[src/rtl/gate_tree_pkg.sv]
`default_nettype none
// ============================================================================
// Module      : gate_tree_pkg
// Description : Cell op encoding and width helpers for pipelined_gate_tree.
// Revision    : 1.0 - initial release
// ============================================================================
package gate_tree_pkg;

    typedef enum logic [1:0] {
        OP_ANDXOR = 2'd0,
        OP_MAJ    = 2'd1,
        OP_XOR3   = 2'd2,
        OP_MUX    = 2'd3
    } op_e;

    function automatic int pow3(input int n);
        int r;
        r = 1;
        for (int i = 0; i < n; i++) begin
            r = r * 3;
        end
        return r;
    endfunction

    // Bit offset of stage k inside the flat stage bus (stage 0 = input vector).
    function automatic int stage_off(input int levels, input int k);
        int s;
        s = 0;
        for (int j = 0; j < k; j++) begin
            s = s + pow3(levels - j);
        end
        return s;
    endfunction

endpackage
`default_nettype wire

[src/rtl/gate_cell3.sv]
`default_nettype none
// ============================================================================
// Module      : gate_cell3
// Description : Combinational 3-input cell with a runtime-selected function.
// Revision    : 1.0 - initial release
// ============================================================================
module gate_cell3
    import gate_tree_pkg::*;
(
    input  logic       a2,
    input  logic       a1,
    input  logic       a0,
    input  logic [1:0] op,
    output logic       y
);

    always_comb begin
        y = 1'b0;
        case (op_e'(op))
            OP_ANDXOR: y = a2 & (a1 ^ a0);
            OP_MAJ:    y = (a2 & a1) | (a2 & a0) | (a1 & a0);
            OP_XOR3:   y = a2 ^ a1 ^ a0;
            OP_MUX:    y = a2 ? a1 : a0;
            default:   y = 1'b0;
        endcase
    end

endmodule
`default_nettype wire

[src/rtl/pipelined_gate_tree.sv]
`default_nettype none
// ============================================================================
// Module      : pipelined_gate_tree
// Description : LEVELS-deep pipelined 3-ary reduction tree with valid/ready
//               backpressure and a completed-handshake counter.
// Revision    : 1.0 - initial release
// ============================================================================
module pipelined_gate_tree
    import gate_tree_pkg::*;
#(
    parameter int LEVELS = 2,
    parameter int CNT_W  = 16
) (
    input  logic                      clk,
    input  logic                      rst_n,
    input  logic [pow3(LEVELS)-1:0]   in_data,
    input  logic [1:0]                in_op,
    input  logic                      in_valid,
    output logic                      in_ready,
    output logic                      out_data,
    output logic [1:0]                out_op,
    output logic                      out_valid,
    input  logic                      out_ready,
    output logic [CNT_W-1:0]          result_count
);

    localparam int c_W     = pow3(LEVELS);
    localparam int c_BUS_W = stage_off(LEVELS, LEVELS + 1);

    // All stage vectors packed back to back; stage k sits at stage_off(LEVELS, k).
    logic [c_BUS_W-1:0]  w_bus;
    logic [LEVELS:0]     w_valid;
    logic [LEVELS+1:1]   w_ready;
    logic [1:0]          w_op [0:LEVELS];
    logic [CNT_W-1:0]    r_count;

    assign w_bus[c_W-1:0] = in_data;
    assign w_valid[0]     = in_valid;
    assign w_op[0]        = in_op;

    always_comb begin
        w_ready             = '0;
        w_ready[LEVELS+1]   = out_ready;
        for (int k = LEVELS; k >= 1; k--) begin
            w_ready[k] = !w_valid[k] | w_ready[k+1];
        end
    end

    for (genvar k = 1; k <= LEVELS; k++) begin : g_level
        localparam int c_IN_W   = pow3(LEVELS - k + 1);
        localparam int c_M      = pow3(LEVELS - k);
        localparam int c_IN_OFF = stage_off(LEVELS, k - 1);
        localparam int c_OUT_OFF = stage_off(LEVELS, k);

        logic [c_IN_W-1:0] w_vin;
        logic [c_M-1:0]    w_next;
        logic [c_M-1:0]    r_data;
        logic              r_valid;
        logic [1:0]        r_op;

        assign w_vin = w_bus[c_IN_OFF +: c_IN_W];

        // Group j takes the j-th triple counted from the MSB and lands in bit j.
        for (genvar j = 0; j < c_M; j++) begin : g_cell
            gate_cell3 u_cell (
                .a2 (w_vin[c_IN_W-1-3*j]),
                .a1 (w_vin[c_IN_W-2-3*j]),
                .a0 (w_vin[c_IN_W-3-3*j]),
                .op (w_op[k-1]),
                .y  (w_next[j])
            );
        end

        always_ff @(posedge clk or negedge rst_n) begin
            if (!rst_n) begin
                r_valid <= 1'b0;
                r_op    <= 2'd0;
                r_data  <= '0;
            end else if (w_ready[k]) begin
                r_valid <= w_valid[k-1];
                r_op    <= w_op[k-1];
                r_data  <= w_next;
            end
        end

        assign w_valid[k]                 = r_valid;
        assign w_op[k]                    = r_op;
        assign w_bus[c_OUT_OFF +: c_M]    = r_data;
    end

    always_ff @(posedge clk or negedge rst_n) begin
        if (!rst_n) begin
            r_count <= '0;
        end else if (w_valid[LEVELS] && out_ready) begin
            r_count <= r_count + CNT_W'(1);
        end
    end

    assign in_ready     = w_ready[1];
    assign out_valid    = w_valid[LEVELS];
    assign out_op       = w_op[LEVELS];
    assign out_data     = w_bus[c_BUS_W-1];
    assign result_count = r_count;

endmodule
`default_nettype wire

[config.mk]
export PLATFORM = sky130hd
export DESIGN_NAME = pipelined_gate_tree
export DESIGN_NICKNAME = d
export VERILOG_FILES = /design/src/rtl/gate_tree_pkg.sv /design/src/rtl/gate_cell3.sv /design/src/rtl/pipelined_gate_tree.sv
export SDC_FILE = /design/constraint.sdc
export NUM_CORES = 1
export LEC_CHECK = 0
export BUFFER_PORTS_ARGS = -buffer_cell sky130_fd_sc_hd__clkbuf_2
export CORE_ASPECT_RATIO = 2
export CORE_UTILIZATION = 40
export DETAILED_ROUTE_END_ITERATION = 8
export PLACE_DENSITY_LB_ADDON = 0.15
export SLEW_MARGIN = 10
export SYNTH_ARGS = -nofsm -noshare
export SYNTH_HDL_FRONTEND = slang
export SYNTH_SLANG_ARGS = --single-unit
[constraint.sdc]
create_clock -name clk -period 2.1 [get_ports clk]
set_input_delay 0.21 -clock clk [delete_from_list [all_inputs] [get_ports clk]]
set_output_delay 0.21 -clock clk [all_outputs]
set_load 0.005 [all_outputs]
==> run metrics <==
Core Area=3230 sq um; Max transition margin=57.3%; DR vias=999; family with the most delay on the worst path=flip-flops; largest family of logic cells by synthesized area=simple AND/OR/NAND/NOR gates; met2 WL=1.43 mm; CTS tree=yes; Area Overhead vs Synth=18.2%; compound-gate portion of the synthesized area=8.84%; maximum VDD drop=0.467 mV; drt first-iter violations=20; Largest stage delay, worst path=0.44 ns; Post-CTS Hold Buffers=1; Die Ht=84.8 um; PortBufs=35; GRT overflow=0; PD cells=803 nW/um^2; clock slew at reported path FFs=0.09 ns; Adder-Cell Fraction of Synth Area=10.4%; largest area contributor in the synthesized netlist=dfrtp_1; Cells after Synth=119; Reg2Reg Setup Slack=0.70 ns; initial core utilization=42.5%; WP data arrival=1.26 ns; Crit Path Class=register to output pin; fmax=681 MHz; synth warn=0; Post-CTS Setup Bufs=0; Hold Vio Cnt, Final=0; drt drc=8; clk buf depth=2; Post-Syn Area=1370 sq um; critical path's slowest cell=dfrtp_1; CP endpoint kind=output pin; average cell area after synthesis=11.5 sq um; Synth top area share=47.4%; Tmin final=1.47 ns; Setup Skew=0.00284 ns; Layout Nets=182; Post-synth EDFFs=0; wire per inst=13.3 um; full die area=3680 sq um; vias per cell=5.34; initial antenna violation count=0; Row Count=29; count of pins over their slew limit=0; unrepaired setup endpoints after global routing=false; syn_nets=143; ANT cells=0; number of placed instances, taps included=183; register bit total from synthesis=26; pin count of the biggest net entering global routing=27; H-tree Lvls=1; share of post-route cells with drive strength above 1=30.1%; Area contributors post-synth=dfrtp_1 (47%), xnor2_1 (8.3%), fa_1 (5.8%), ha_1 (4.6%), a21oi_1 (2.9%); CTS sink cnt=26; synth cell count leaders=dfrtp_1 (26), xnor2_1 (13), a21oi_1 (8), nand2_1 (8), o21ai_0 (7); mux contribution to synthesized area=5.38%; Post-synth ARST share=100%; Leakage=0.787 nW; crit path from=out_valid; Initial DRT Pass Iterations=8; Hold WC Path Type=input port to register; Layout Cells excl Fill=187; antenna-violating nets left=0; post_cts resized=0; Synth cell types=31; worst path buffer plus inverter count=1; fin util=50.3%; Required @ worst endpoint=1.89 ns; Critical Path, Cell by Cell=and2b_4 > nand2_2 > clkbuf_2; setup TNS=0 ns; worst-skew pair later-pin latency=0.26 ns; Clock Tree Root=clkbuf_8; most frequent cell after synthesis=dfrtp_1; highest routed layer=met4; Post-Route WL=2.48 mm; die span in x=43.4 um; vias in the first global route=994; met1 wire length=952 um; I/O pin cnt=36; outcome=complete, but fails checks; GP Congestion=0.766; first-pass GRT wire length=4.22 mm; Post-DP HPWL=1.96 mm; Slew @ Worst Pin=0.640 ns; met3 routed WL=72 um; Crit Reg-Reg Startpoint=g_level[1].r_data[0]; Final Total Pwr=1.30 mW; Post-Synth XOR/XNOR Area=9.57%; Seq/Total Area, Yosys=47.4%; Final Cycle Share=70.0%; max-cap viol count=0; simple-gate area share of the yosys netlist=16.8%; CTS buffer count=3; kind of start point of the critical path=register; CP max FO=11; final setup violation count=0; failing checks=DRC; beginning of the worst hold path=in_valid; Synth Flop Type=dfrtp_1; gr usage total=14.7%
cells by family after synthesis:
group	after synthesis
and+or+nand+nor	36
DFF	26
AOI/OAI and AO/OA	22
xor gates and xnor gates	15
adders and majority gates	9
muxes	7
buffers and inverters	4
where the power goes:
group          internal (mW)  total (mW)  switching (mW)
clock network          0.128       0.272           0.144
registers              0.586       0.694           0.108
logic                  0.169       0.336           0.167
total                  0.882        1.30           0.420
metal layers:
layer | vias up | GRT usage (%)
met3 | 2 | 1.91
met5 | - | 0
met1 | 488 | 15.2
met2 | 23 | 28.2
li1 | 486 | -
met4 | 0 | 5.68
final timing paths:
path | cells after the start | endpoint
max | 3 | in_ready
min | 2 | g_level[1].r_valid
max in group asynchronous | 2 | result_count[8]
max reg2reg | 5 | out_data
min reg2reg | 1 | result_count[15]
min in group asynchronous | 2 | result_count[13]
layout by cell type, fill, tap and decap left out, drive strengths merged, types with 2 or more instances in the layout:
| cell | instances |
|---|---|
| a21oi | 8 |
| and3 | 2 |
| and3b | 3 |
| clkbuf | 38 |
| dfrtp | 26 |
| fa | 4 |
| ha | 5 |
| inv | 2 |
| mux2 | 3 |
| mux2i | 4 |
| nand2 | 11 |
| nand3 | 5 |
| nand4 | 5 |
| nor2 | 4 |
| nor3 | 2 |
| o21ai | 11 |
| o22a | 3 |
| xnor2 | 13 |
| xor2 | 2 |
flip-flops by register name, indices dropped and copies added (netlist names):
register / flops
g_level.r_data: 3
result_count: 16
out_data: 1
g_level.r_valid: 1
g_level.r_op: 2
out_valid: 1
out_op: 2
area by class of cell:
type / count / area (sq um)
inverters: 2 / 7.51
fillers: 300 / 1610
repair buffers: 36 / 185
flip-flops and latches: 26 / 651
clock buffers: 3 / 41.3
well taps: 31 / 38.8
multi-input cells: 89 / 699
per-stage QoR:
step                hold slack, ns  instance area (sq um)  setup WS, ns
global placement             0.257                   1570         0.753
global route                 0.139                   1620         0.556
finish                       0.127                   1620         0.631
detailed placement           0.269                   1570         0.698
floorplan                  -0.0856                   1370         0.791
CTS                          0.124                   1620         0.627
(Power assumes the default switching activity.)
